===== src/rtl/fifo.sv =====
// -----------------------------------------------------------------------------
// fifo -- synchronous first-in first-out buffer with a packed command port.
//
// Ports:
//   clk          rising-edge clock for all state
//   reset        asynchronous, active-high reset (clears pointers, count, data_out)
//   vector_in    packed command: [WIDTH+2] wr, [WIDTH+1] rd, [WIDTH:1] din, [0] reserved
//   data_out     registered read data, updated on the edge that accepts a read
//   empty_flag   high when the FIFO holds no entries
//   full_flag    high when the FIFO holds DEPTH entries
//
// Writes while full and reads while empty are silently dropped. With both
// requests active, each one is accepted on its own merit, so a full FIFO
// performs only the read and an empty FIFO performs only the write.
// -----------------------------------------------------------------------------
module fifo #(
   parameter int DEPTH = 4,
   parameter int WIDTH = 4
) (
   input  logic             clk,
   input  logic             reset,
   input  logic [WIDTH+2:0] vector_in,
   output logic [WIDTH-1:0] data_out,
   output logic             empty_flag,
   output logic             full_flag
);

   localparam int AW = (DEPTH > 1) ? $clog2(DEPTH) : 1;

   // Command fields
   logic             wr;
   logic             rd;
   logic [WIDTH-1:0] din;
   logic             unused_rsvd;

   assign wr          = vector_in[WIDTH+2];
   assign rd          = vector_in[WIDTH+1];
   assign din         = vector_in[WIDTH:1];
   assign unused_rsvd = vector_in[0];

   // State
   logic [WIDTH-1:0] mem [DEPTH];
   logic [AW-1:0]    wp_q, wp_d;
   logic [AW-1:0]    rp_q, rp_d;
   logic [AW:0]      cnt_q, cnt_d;
   logic [WIDTH-1:0] dout_q, dout_d;

   logic wr_en;
   logic rd_en;

   // Flags come straight from the registered count, never from vector_in.
   assign empty_flag = (cnt_q == '0);
   assign full_flag  = (cnt_q == (AW+1)'(DEPTH));
   assign data_out   = dout_q;

   // Acceptance is judged against the current flags, so a full FIFO drops
   // the write even when a read frees a slot on the same edge.
   assign wr_en = wr & ~full_flag;
   assign rd_en = rd & ~empty_flag;

   // Explicit wrap keeps the pointers correct for non-power-of-two DEPTH.
   function automatic logic [AW-1:0] ptr_inc(input logic [AW-1:0] p);
      return (p == AW'(DEPTH - 1)) ? '0 : p + AW'(1);
   endfunction

   // NOTE: every always_comb output is assigned a default first so no path
   // leaves it unassigned, which would otherwise infer a latch.
   always_comb begin
      wp_d   = wp_q;
      rp_d   = rp_q;
      cnt_d  = cnt_q;
      dout_d = dout_q;

      if (wr_en) begin
         wp_d = ptr_inc(wp_q);
      end
      if (rd_en) begin
         rp_d   = ptr_inc(rp_q);
         dout_d = mem[rp_q];
      end

      unique case ({wr_en, rd_en})
         2'b10:   cnt_d = cnt_q + (AW+1)'(1);
         2'b01:   cnt_d = cnt_q - (AW+1)'(1);
         default: cnt_d = cnt_q;
      endcase
   end

   // NOTE: state registers use non-blocking assignments so every register
   // samples its next value from the same pre-edge snapshot.
   always_ff @(posedge clk or posedge reset) begin
      if (reset) begin
         wp_q   <= '0;
         rp_q   <= '0;
         cnt_q  <= '0;
         dout_q <= '0;
      end else begin
         wp_q   <= wp_d;
         rp_q   <= rp_d;
         cnt_q  <= cnt_d;
         dout_q <= dout_d;
      end
   end

   // NOTE: the storage array is deliberately not reset; cleared pointers and
   // count make stale entries unreachable, and leaving it out of reset lets it
   // map onto plain flops or RAM without a reset network.
   always_ff @(posedge clk) begin
      if (wr_en) begin
         mem[wp_q] <= din;
      end
   end

endmodule


===== config.mk =====
export PLATFORM = sky130hd
export DESIGN_NAME = fifo
export DESIGN_NICKNAME = d
export VERILOG_FILES = /design/src/rtl/fifo.sv
export SDC_FILE = /design/constraint.sdc
export NUM_CORES = 1
export LEC_CHECK = 0
export ABC_CLOCK_PERIOD_IN_PS = 2000
export CAP_MARGIN = 15
export CORE_ASPECT_RATIO = 0.75
export CORE_MARGIN = 8
export CORE_UTILIZATION = 50
export CTS_CLUSTER_SIZE = 30
export DETAILED_ROUTE_END_ITERATION = 10
export PLACE_DENSITY = 0.78
export SYNTH_ARGS = -nofsm -noshare
export SYNTH_HDL_FRONTEND = slang
export SYNTH_SLANG_ARGS = --single-unit

===== constraint.sdc =====
create_clock -name clk -period 2 [get_ports clk]
set_clock_uncertainty 0.05 [all_clocks]
set_input_delay 0.2 -clock clk [delete_from_list [all_inputs] [get_ports clk]]
set_output_delay 0.2 -clock clk [all_outputs]
set_load 0.03 [all_outputs]

==> results by group, run 1 <==
Status
  • Outcome: completed

Clocking
  • Clock sink count: 27
  • H-tree depth: 1
  • TritonCTS Buffers: 3
  • Clk pin slew, worst setup/hold paths: 140 ps
  • Clock Path Buffers: 2
  • CTS Root Cell: clkbuf_4
  • TritonCTS clock tree: yes
  • Worst-Skew Late Latency: between 300 and 400 ps

Finish
  • Layout cells sized above 1: 0.308
  • Ant. Diodes: 0
  • Nets@finish: 108
  • Area Growth Syn to Fin: 19.9%
  • Final core occ: 0.629
  • # fillers: 175

Worst setup path
  • Required time worst endpoint: 2220 ps
  • Reg2Reg Setup Slack: 70 ps
  • CP max FO: 2
  • Reg2reg path depth: 9
  • Worst Setup SP: cnt_q[1]
  • Worst reg2reg path endpoint: cnt_q[2]
  • CP endpoint kind: flop
  • Worst reg2reg path startpoint: cnt_q[1]
  • Worst path arrival time: ~2200 ps
  • Worst Setup Start Kind: flop
  • Worst Setup Path Type: flop to flop

Global route
  • Global-route wire length before repair: around 3 mm
  • Overall fraction of global-route tracks in use: 0.0990
  • Antenna violations before repair: 0
  • Pin count of the biggest net entering global routing: 16
  • Remaining Overflow, GRT: 0
  • Vias in the first global route: 593

Floorplan
  • Die Width: 72.4 um
  • Cell Rows: 15
  • # IOs: 15
  • Core area: 2270 sq um
  • Initial Util: 0.525
  • Die area: between 4000 and 5000 sq um
  • Chip height: 58.3 um

Timing
  • Slew @ Worst Pin: 435 ps
  • Fmax: between 0.5 and 0.6 GHz
  • RSZ-0062 raised after global routing: yes
  • Final worst-path cycle share: 0.966
  • Slew margin rel.: 0.710
  • Setup tns final: 0 ps
  • Min Tclk post-route: 1930 ps
  • Count of final setup violators: 0
  • Fin. Hold Viols: 0
  • Final Slew Violations: 0

Routing
  • WL final: 1.75 mm
  • Via density: 4.76
  • First-pass DRT Iterations: 4
  • Via count: 595
  • DRC: 0
  • Final ANT Viol Nets: 0
  • Initial detailed-routing violation count: 40
  • Drt wl/cell: 14.0 um

Min path
  • Worst min-delay path class: primary input to async pin

Yosys
  • Synth warn: 0
  • Most used flip-flop cell after synthesis: edfxtp_1
  • Number of synthesized flops with an enable pin: 16
  • Synth top area cells: edfxtp_1, dfrtp_1, mux4_2, mux2_2, ha_1
  • Cells after Synth: 70
  • Post-synth top area share: 0.403
  • Synth cell count leaders: edfxtp_1, dfrtp_1, inv_1, mux2_2, ha_1
  • Post-Syn Nets: 86
  • Synthesized flop and latch total: 27
  • Post-synthesis sequential area ratio: 0.634
  • Post-synth ARST share: 0.407
  • Distinct cells, synth: 18
  • Synthesized cell area: 1190 sq um
  • Yosys top cell by area: edfxtp_1
  • Most common cell in the netlist: edfxtp_1
  • Syn Area/Cell: 17.0 sq um

Power
  • Leakage: 0.574 nW
  • PD cells: 1420 nW/um^2
  • Peak VDD IR: just under 0.0007 V

Placement
  • I/O Buffers: 13
  • DP Wirelength: 1.33 mm
  • GP Congestion: around 0.66

Run
  • Max-Cap Viols: 0
[per-layer routing]
layer | GRT usage | wire (um) | vias to the layer above
li1 | - | - | 293
met1 | 0.126 | 845 | 284
met2 | 0.140 | 781 | 14
met3 | 0.0448 | 95 | 4
met4 | 0.0435 | 26 | 0
met5 | 0 | 0 | -
[registers in the layout (all words and copies together) (netlist names)]
signal and cells:
cnt_q 3, data_out 4, mem 16, wp_q 2
rp_q 2
[cells by family after synthesis]
kind of cell / synth area share
xor gates and xnor gates: 0.0221
adders and majority gates: 0.0798
and+or+nand+nor: 0.0536
buffers and inverters: 0.0347
muxes: 0.150
DFF: 0.634
AOI/OAI and AO/OA: 0.0252
[worst max-delay path by stage]
stage / to / slack [ps] / cells past startpoint
floorplan: cnt_q[2] / -110 / 9
global placement: cnt_q[2] / -7 / 9
detailed placement: cnt_q[2] / -10 / 9
CTS: cnt_q[2] / 40 / 9
global route: cnt_q[2] / -3 / 9
finish: cnt_q[2] / 70 / 9
[cell usage in the layout, fill, tap and decap left out, types with 2 or more instances in the layout]
cell             netlist  layout
clkdlybuf4s50_1        0      11
and2_1                 4       4
buf_4                  0       5
inv_1                  8       7
nor3_1                 2       2
ha_1                   6       5
mux2_2                 7       7
xor2_1                 2       2
edfxtp_1              16      16
mux4_2                 4       4
dfrtp_1               11      10
clkbuf_4               0       3
dlygate4sd2_1          0       2
nor2_1                 2       2
[worst max-delay path, stage by stage (launching register included)]
cell and delay [ps]:
dfrtp_1 430, nor3b_4 250, nor2b_2 80, inv_1 70, ha_2 180, inv_2 40, fa_2 330, xor2_1 140
nor2_1 150, xor2_1 150
[area by class of cell]
type,count,area (sq um),share of cell area
clock buffers,3,22.5,0.0158
clock inverters,1,5.00,0.00351
inverters,8,30.0,0.0210
multi-input cells,34,405,0.284
flip-flops and latches,27,757,0.530
well taps,34,42.5,0.0298
repair buffers,18,165,0.116
[repair_timing]
item                                    CTS  global route
endpoints found under the setup margin    2             1
pin swaps                                 0             3
setup buffers                             0             0
hold buffers                              0             0
gates resized for setup                   2             1
[stage by stage]
| step | cells | hold slack (ps) | total power [W] | area, sq um | setup WS [ps] |
|---|---|---|---|---|---|
| 2_1_floorplan | 70 | 2.37 | 0.00154 | 1200 | -107 |
| 3_3_place_gp | 121 | 437 | 0.00181 | 1400 | -6.64 |
| 3_5_place_dp | 121 | 443 | 0.00184 | 1400 | -9.88 |
| 4_1_cts | 125 | 112 | 0.00206 | 1430 | 37.5 |
| 5_1_grt | 125 | 156 | 0.00217 | 1430 | -2.67 |
| 6_report | 125 | 101 | 0.00203 | 1430 | 67.1 |
[power breakdown]
group	total [W]	internal [W]	switching [W]	leakage, nW
clock	0.000234	0.0000752	0.000159	0.0177
combinational	0.000882	0.000462	0.000420	0.281
sequential	0.000918	0.000784	0.000134	0.275
total	0.00203	0.00132	0.000713	0.574
No activity file was read; power rests on OpenSTA's default activity.
==> inputs of run 2 (changes only) <==
--- a/config.mk
+++ b/config.mk
@@ -10,6 +10,7 @@
 export CORE_ASPECT_RATIO = 0.75
 export CORE_MARGIN = 8
 export CORE_UTILIZATION = 50
+export CTS_BUF_LIST = sky130_fd_sc_hd__clkbuf_8
 export CTS_CLUSTER_SIZE = 30
 export DETAILED_ROUTE_END_ITERATION = 10
 export PLACE_DENSITY = 0.78
==> results by group, run 2 (synthesis results as in run 1) <==
Finish
  • Final core occ: 0.639 (+0.0105)
  • Fin cells: 125 (unchanged)
  • Area Growth Syn to Fin: 21.8%
  • Most frequent cells in the layout: edfxtp_1, clkdlybuf4s50_1, dfrtp_1
  • # fillers: 172 (-1.7%)
  • Nets@finish: 108 (unchanged)
  • Most common cell after layout, fill and taps aside: edfxtp_1
  • Layout cells sized above 1: 0.308 (unchanged)
  • Design area: 1450 sq um (+1.7%)
  • Max reg flops: 16 (unchanged)
  • Reg with most FFs: mem
  • Ant. Diodes: 0 (unchanged)

Timing
  • Final Slew Violations: 0 (unchanged)
  • Min Tclk post-route: 1940 ps (+4.19 ps)
  • Slew margin rel.: 0.712 (+0.00268)
  • Post-route setup slack: 63.0 ps (-4.19 ps)
  • Final worst-path cycle share: 0.969 (+0.00209)
  • Count of final setup violators: 0 (unchanged)
  • Fmax: 0.516 GHz (-0.22%)
  • Slew @ Worst Pin: 431 ps (-4.02 ps)
  • Fin. Hold Viols: 0 (unchanged)
  • Minimum hold slack: 163 ps (+61.5 ps)

Placement
  • I/O Buffers: 13 (unchanged)
  • Placed insts: 121 (unchanged)
  • DP Wirelength: 1.33 mm (unchanged)
  • Worst slack, placed: -9.88 ps (unchanged)
  • GP Congestion: 0.661 (unchanged)
  • Post-Place Cell Area: 1400 sq um (unchanged)

Routing
  • First-pass DRT Iterations: 4 (unchanged)
  • WL final: 1.80 mm (+3.0%)
  • Final ANT Viol Nets: 0 (unchanged)
  • Via density: 4.85 (+1.8%)
  • DRC: 0 (unchanged)
  • Initial detailed-routing violation count: 35 (-13%)
  • Via count: 606 (+1.8%)
  • Drt wl/cell: 14.4 um (+3.0%)

Clocking
  • TritonCTS clock tree: yes
  • Post-CTS setup buffers: 0 (unchanged)
  • Hold-fix buffers, CTS: 0 (unchanged)
  • Clk pin slew, worst setup/hold paths: 90 ps (-50 ps)
  • CTS Root Cell: clkbuf_8
  • Post-cts repair resize count: 0 (-2)
  • H-tree depth: 1 (unchanged)
  • Clock Path Buffers: 2 (unchanged)
  • Clock sink count: 27 (unchanged)
  • Worst-Skew Late Latency: 280 ps (-50 ps)
  • TritonCTS Buffers: 3 (unchanged)

Worst setup path
  • Worst Setup Start Kind: flop
  • Setup crit end: cnt_q[2]
  • Worst reg2reg path startpoint: cnt_q[1]
  • Worst Setup Path Type: flop to flop
  • Reg2reg path depth: 9 (unchanged)
  • Required time worst endpoint: 2160 ps (-60 ps)
  • Reg2Reg Setup Slack: 60 ps (about the same)
  • CP endpoint kind: flop
  • Worst Setup SP: cnt_q[1]
  • CP max FO: 2 (unchanged)
  • Worst reg2reg path endpoint: cnt_q[2]
  • Worst path arrival time: 2100 ps (-50 ps)

Run
  • Max-Cap Viols: 0 (unchanged)

Floorplan
  • Initial Util: 0.525 (unchanged)
  • Die Width: 72.4 um (unchanged)
  • Core area: 2270 sq um (unchanged)
  • Chip height: 58.3 um (unchanged)
  • # IOs: 15 (unchanged)
  • Die area: 4220 sq um (unchanged)
  • Cell Rows: 15 (unchanged)

Status
  • Outcome: completed

Global route
  • Overall fraction of global-route tracks in use: 0.0990 (unchanged)
  • Global-route wire length before repair: 3.02 mm (-0.23%)
  • Vias in the first global route: 603 (+1.7%)
  • Antenna violations before repair: 0 (unchanged)
  • Remaining Overflow, GRT: 0 (unchanged)
  • Pin count of the biggest net entering global routing: 16 (unchanged)

Power
  • Leakage: 0.590 nW (+2.8%)
  • Peak VDD IR: 0.000713 V (+5.4%)
  • PD cells: 1460 nW/um^2 (+2.7%)

Min path
  • Worst min-delay path class: primary input to async pin
[run 2: changes by cell type in the layout (fill, tap and decap cells not counted), sizes merged]
cell and change:
dlygate4sd2 -2, dlymetal6s2s +1, clkdlybuf4s50 +1
[run 2: report_power, final]
group	switching (W)	internal [W]	total, W
Combinational	0.000422	0.000473	0.000895
Sequential	0.000137	0.000785	0.000922
Clock	0.000167	0.000140	0.000306
[run 2: final cells by class]
class / count / area [sq um] / area share
clock buffers: 3 / 41.3 / 0.0284
clock inverters: 1 / 5.00 / 0.00345
inverters: 8 / 30.0 / 0.0207
multi-input cells: 34 / 405 / 0.279
flip-flops and latches: 27 / 757 / 0.522
well taps: 34 / 42.5 / 0.0293
repair buffers: 18 / 170 / 0.117
[run 2: stage by stage]
step | setup TNS [ps] | total power, W
finish | 0 | 0.00212
detailed placement | -9.88 | 0.00184
floorplan | -107 | 0.00154
global route | -12.9 | 0.00226
CTS | 0 | 0.00214
global placement | -6.64 | 0.00181
[run 2: how the worst min path moves through the flow]
stage | slack, ps | depth (start not counted) | endpoint | from
after floorplan | 2 | 1 | cnt_q[1] | reset
after global placement | 440 | 1 | data_out[1] | data_out[1]
after detailed placement | 440 | 1 | data_out[1] | data_out[1]
after CTS | 180 | 2 | cnt_q[2] | reset
after global routing | 240 | 2 | data_out[1] | reset
final | 160 | 2 | cnt_q[2] | reset
[run 2: per-layer routing]
metal | vias up | part of all wire | GRT usage
met5 | - | 0 | 0
met4 | 0 | 0.011 | 0.0348
met3 | 4 | 0.061 | 0.0499
met2 | 17 | 0.45 | 0.142
met1 | 293 | 0.48 | 0.124
li1 | 292 | - | -
[run 2: worst max-delay path, stage by stage (launching register included)]
cell     delay, ps
dfrtp_1        420
nor3b_4        270
nor2b_2         80
inv_1           70
ha_2           190
inv_2           40
fa_2           330
xor2_1         140
nor2_1         150
xor2_1         150
==> inputs of run 3 (changes only) <==
--- a/config.mk
+++ b/config.mk
@@ -13,7 +13,8 @@
 export CTS_BUF_LIST = sky130_fd_sc_hd__clkbuf_8
 export CTS_CLUSTER_SIZE = 30
 export DETAILED_ROUTE_END_ITERATION = 10
-export PLACE_DENSITY = 0.78
+export DONT_BUFFER_PORTS = 1
+export PLACE_DENSITY = 0.7
 export SYNTH_ARGS = -nofsm -noshare
 export SYNTH_HDL_FRONTEND = slang
 export SYNTH_SLANG_ARGS = --single-unit
==> results by group, run 3 (synthesis results as in run 1) <==
Worst setup path
  • Worst Setup Start Kind: flop
  • Slowest cell on crit path: dfrtp_1
  • CP endpoint kind: flop
  • Worst path arrival time: 2020 ps (-80 ps)
  • Most used cell along the critical path: xor2_1
  • Cell Chain, Critical Path: nor3b_4 > nor2b_2 > inv_1 > ha_2 > inv_2 > fa_2 > xor2_1 > nor2_1 > xor2_1
  • Worst Setup Path Type: flop to flop
  • Required time worst endpoint: 2150 ps (about the same)
  • Reg2Reg Setup Slack: 130 ps (+70 ps)
  • CP max FO: 2 (unchanged)
  • Worst path max stage delay: 410 ps (about the same)

Finish
  • Max reg flops: 16 (unchanged)
  • Layout cells sized above 1: 0.353 (+0.0452)
  • Area Growth Syn to Fin: 16.2%
  • Fin cells: 119 (-4.8%)
  • Design area: 1380 sq um (-4.7%)
  • Most frequent cells in the layout: edfxtp_1, dfrtp_1, inv_1, mux2_2, buf_4
  • Nets@finish: 102 (-5.6%)
  • Most common cell after layout, fill and taps aside: edfxtp_1
  • # fillers: 167 (-2.9%)
  • Reg with most FFs: mem
  • Ant. Diodes: 0 (unchanged)

Timing
  • Slew @ Worst Pin: 447 ps (+16.1 ps)
  • Minimum hold slack: 231 ps (+68.6 ps)
  • Final Slew Violations: 0 (unchanged)
  • Setup tns final: 0 ps (unchanged)
  • Fmax: 0.535 GHz (+3.6%)
  • Final worst-path cycle share: 0.935 (-0.0338)
  • Count of final setup violators: 0 (unchanged)
  • Min Tclk post-route: 1870 ps (-67.6 ps)
  • Slew margin rel.: 0.702 (-0.0108)
  • Fin. Hold Viols: 0 (unchanged)
  • RSZ-0062 raised after global routing: yes

Routing
  • Drt wl/cell: 13.9 um (-3.2%)
  • First-pass DRT Iterations: 2 (-2)
  • DRC: 0 (unchanged)
  • Final ANT Viol Nets: 0 (unchanged)
  • Initial detailed-routing violation count: 7 (-80%)
  • WL final: 1.66 mm (-7.8%)
  • Via density: 4.80 (-1.0%)
  • Via count: 571 (-5.8%)

Min path
  • Worst min-delay path class: primary input to flop

Global route
  • Global-route wire length before repair: 2.75 mm (-9.1%)
  • Vias in the first global route: 551 (-8.6%)
  • Overall fraction of global-route tracks in use: 0.0878 (-0.0112)
  • Pin count of the biggest net entering global routing: 16 (unchanged)
  • Antenna violations before repair: 0 (unchanged)
  • Remaining Overflow, GRT: 0 (unchanged)

Clocking
  • CTS Root Cell: clkbuf_8
  • TritonCTS Buffers: 3 (unchanged)
  • Post-CTS setup buffers: 0 (unchanged)
  • Clock sink count: 27 (unchanged)
  • TritonCTS clock tree: yes
  • H-tree depth: 1 (unchanged)
  • Clk pin slew, worst setup/hold paths: 90 ps (about the same)
  • Worst-Skew Late Latency: 270 ps (about the same)
  • Clock Path Buffers: 2 (unchanged)

Power
  • PD cells: 1450 nW/um^2 (-0.71%)
  • Peak VDD IR: 0.000784 V (+9.9%)
  • Leakage: 0.555 nW (-5.9%)

Floorplan
  • Initial Util: 0.525 (unchanged)
  • Chip height: 58.3 um (unchanged)
  • Die area: 4220 sq um (unchanged)
  • Cell Rows: 15 (unchanged)
  • Core area: 2270 sq um (unchanged)
  • Die Width: 72.4 um (unchanged)
  • # IOs: 15 (unchanged)

Placement
  • Post-Place Cell Area: 1290 sq um (-8.2%)
  • Placed insts: 110 (-9.1%)
  • GP Congestion: 0.720 (+8.8%)
  • I/O Buffers: 0 (-13)
  • DP Wirelength: 1.27 mm (-4.4%)

Status
  • Outcome: completed

Run
  • Max-Cap Viols: 0 (unchanged)
-- run 3: cell type report --
type,instances,area [sq um],area share
timing repair buffer,12,103,0.0741
tap,34,42.5,0.0307
clock buffer,3,41.3,0.0298
sequential,27,757,0.547
clock inverter,1,5.00,0.00362
multi-input combinational,34,405,0.293
inverter,8,30.0,0.0217
-- run 3: path summary, 6_finish.rpt --
| check | cells after the start | end | start |
|---|---|---|---|
| max | 9 | cnt_q[2] | cnt_q[1] |
| min | 3 | rp_q[0] | vector_in[5] |
| max reg2reg | 9 | cnt_q[2] | cnt_q[1] |
| min reg2reg | 1 | wp_q[1] | wp_q[1] |
| max in group asynchronous | 2 | cnt_q[0] | reset |
| min in group asynchronous | 2 | cnt_q[2] | reset |
-- run 3: layer usage --
metal / part of all wire / GRT usage / wire (um)
met1: 0.49 / 0.115 / 817
met2: 0.45 / 0.125 / 749
met3: 0.044 / 0.0413 / 73
met4: 0.012 / 0.0261 / 20
met5: 0 / 0 / 0
-- run 3: critical path: cells and delay by family, from the launching register on --
family        cells  cell delay (ps)
simple gates      3              450
flops             1              410
buf+inv           2              100
fa+ha+maj         2              500
xor+xnor          2              290
-- run 3: timing repair --
action,4_1_cts,5_1_grt
setup endpoints to repair,0,1
hold buffers,5,0
hold endpoints to repair,27,0
gates resized for setup,0,1
-- run 3: report_power, final --
| part | total, W | leakage, nW | internal [W] | switching, W |
|---|---|---|---|---|
| Sequential | 0.00101 | 0.275 | 0.000784 | 0.000227 |
| Combinational | 0.000704 | 0.254 | 0.000393 | 0.000311 |
| Clock | 0.000295 | 0.0255 | 0.000139 | 0.000155 |
| Total | 0.00201 | 0.555 | 0.00132 | 0.000694 |
-- run 3: through the flow --
step                worst slack (ps)  power [W]  utilization
floorplan                       -107    0.00154            -
global placement                 117    0.00171        0.567
detailed placement               107    0.00173        0.567
CTS                             81.1    0.00203        0.609
global route                   -3.68    0.00214        0.609
finish                           131    0.00201        0.609
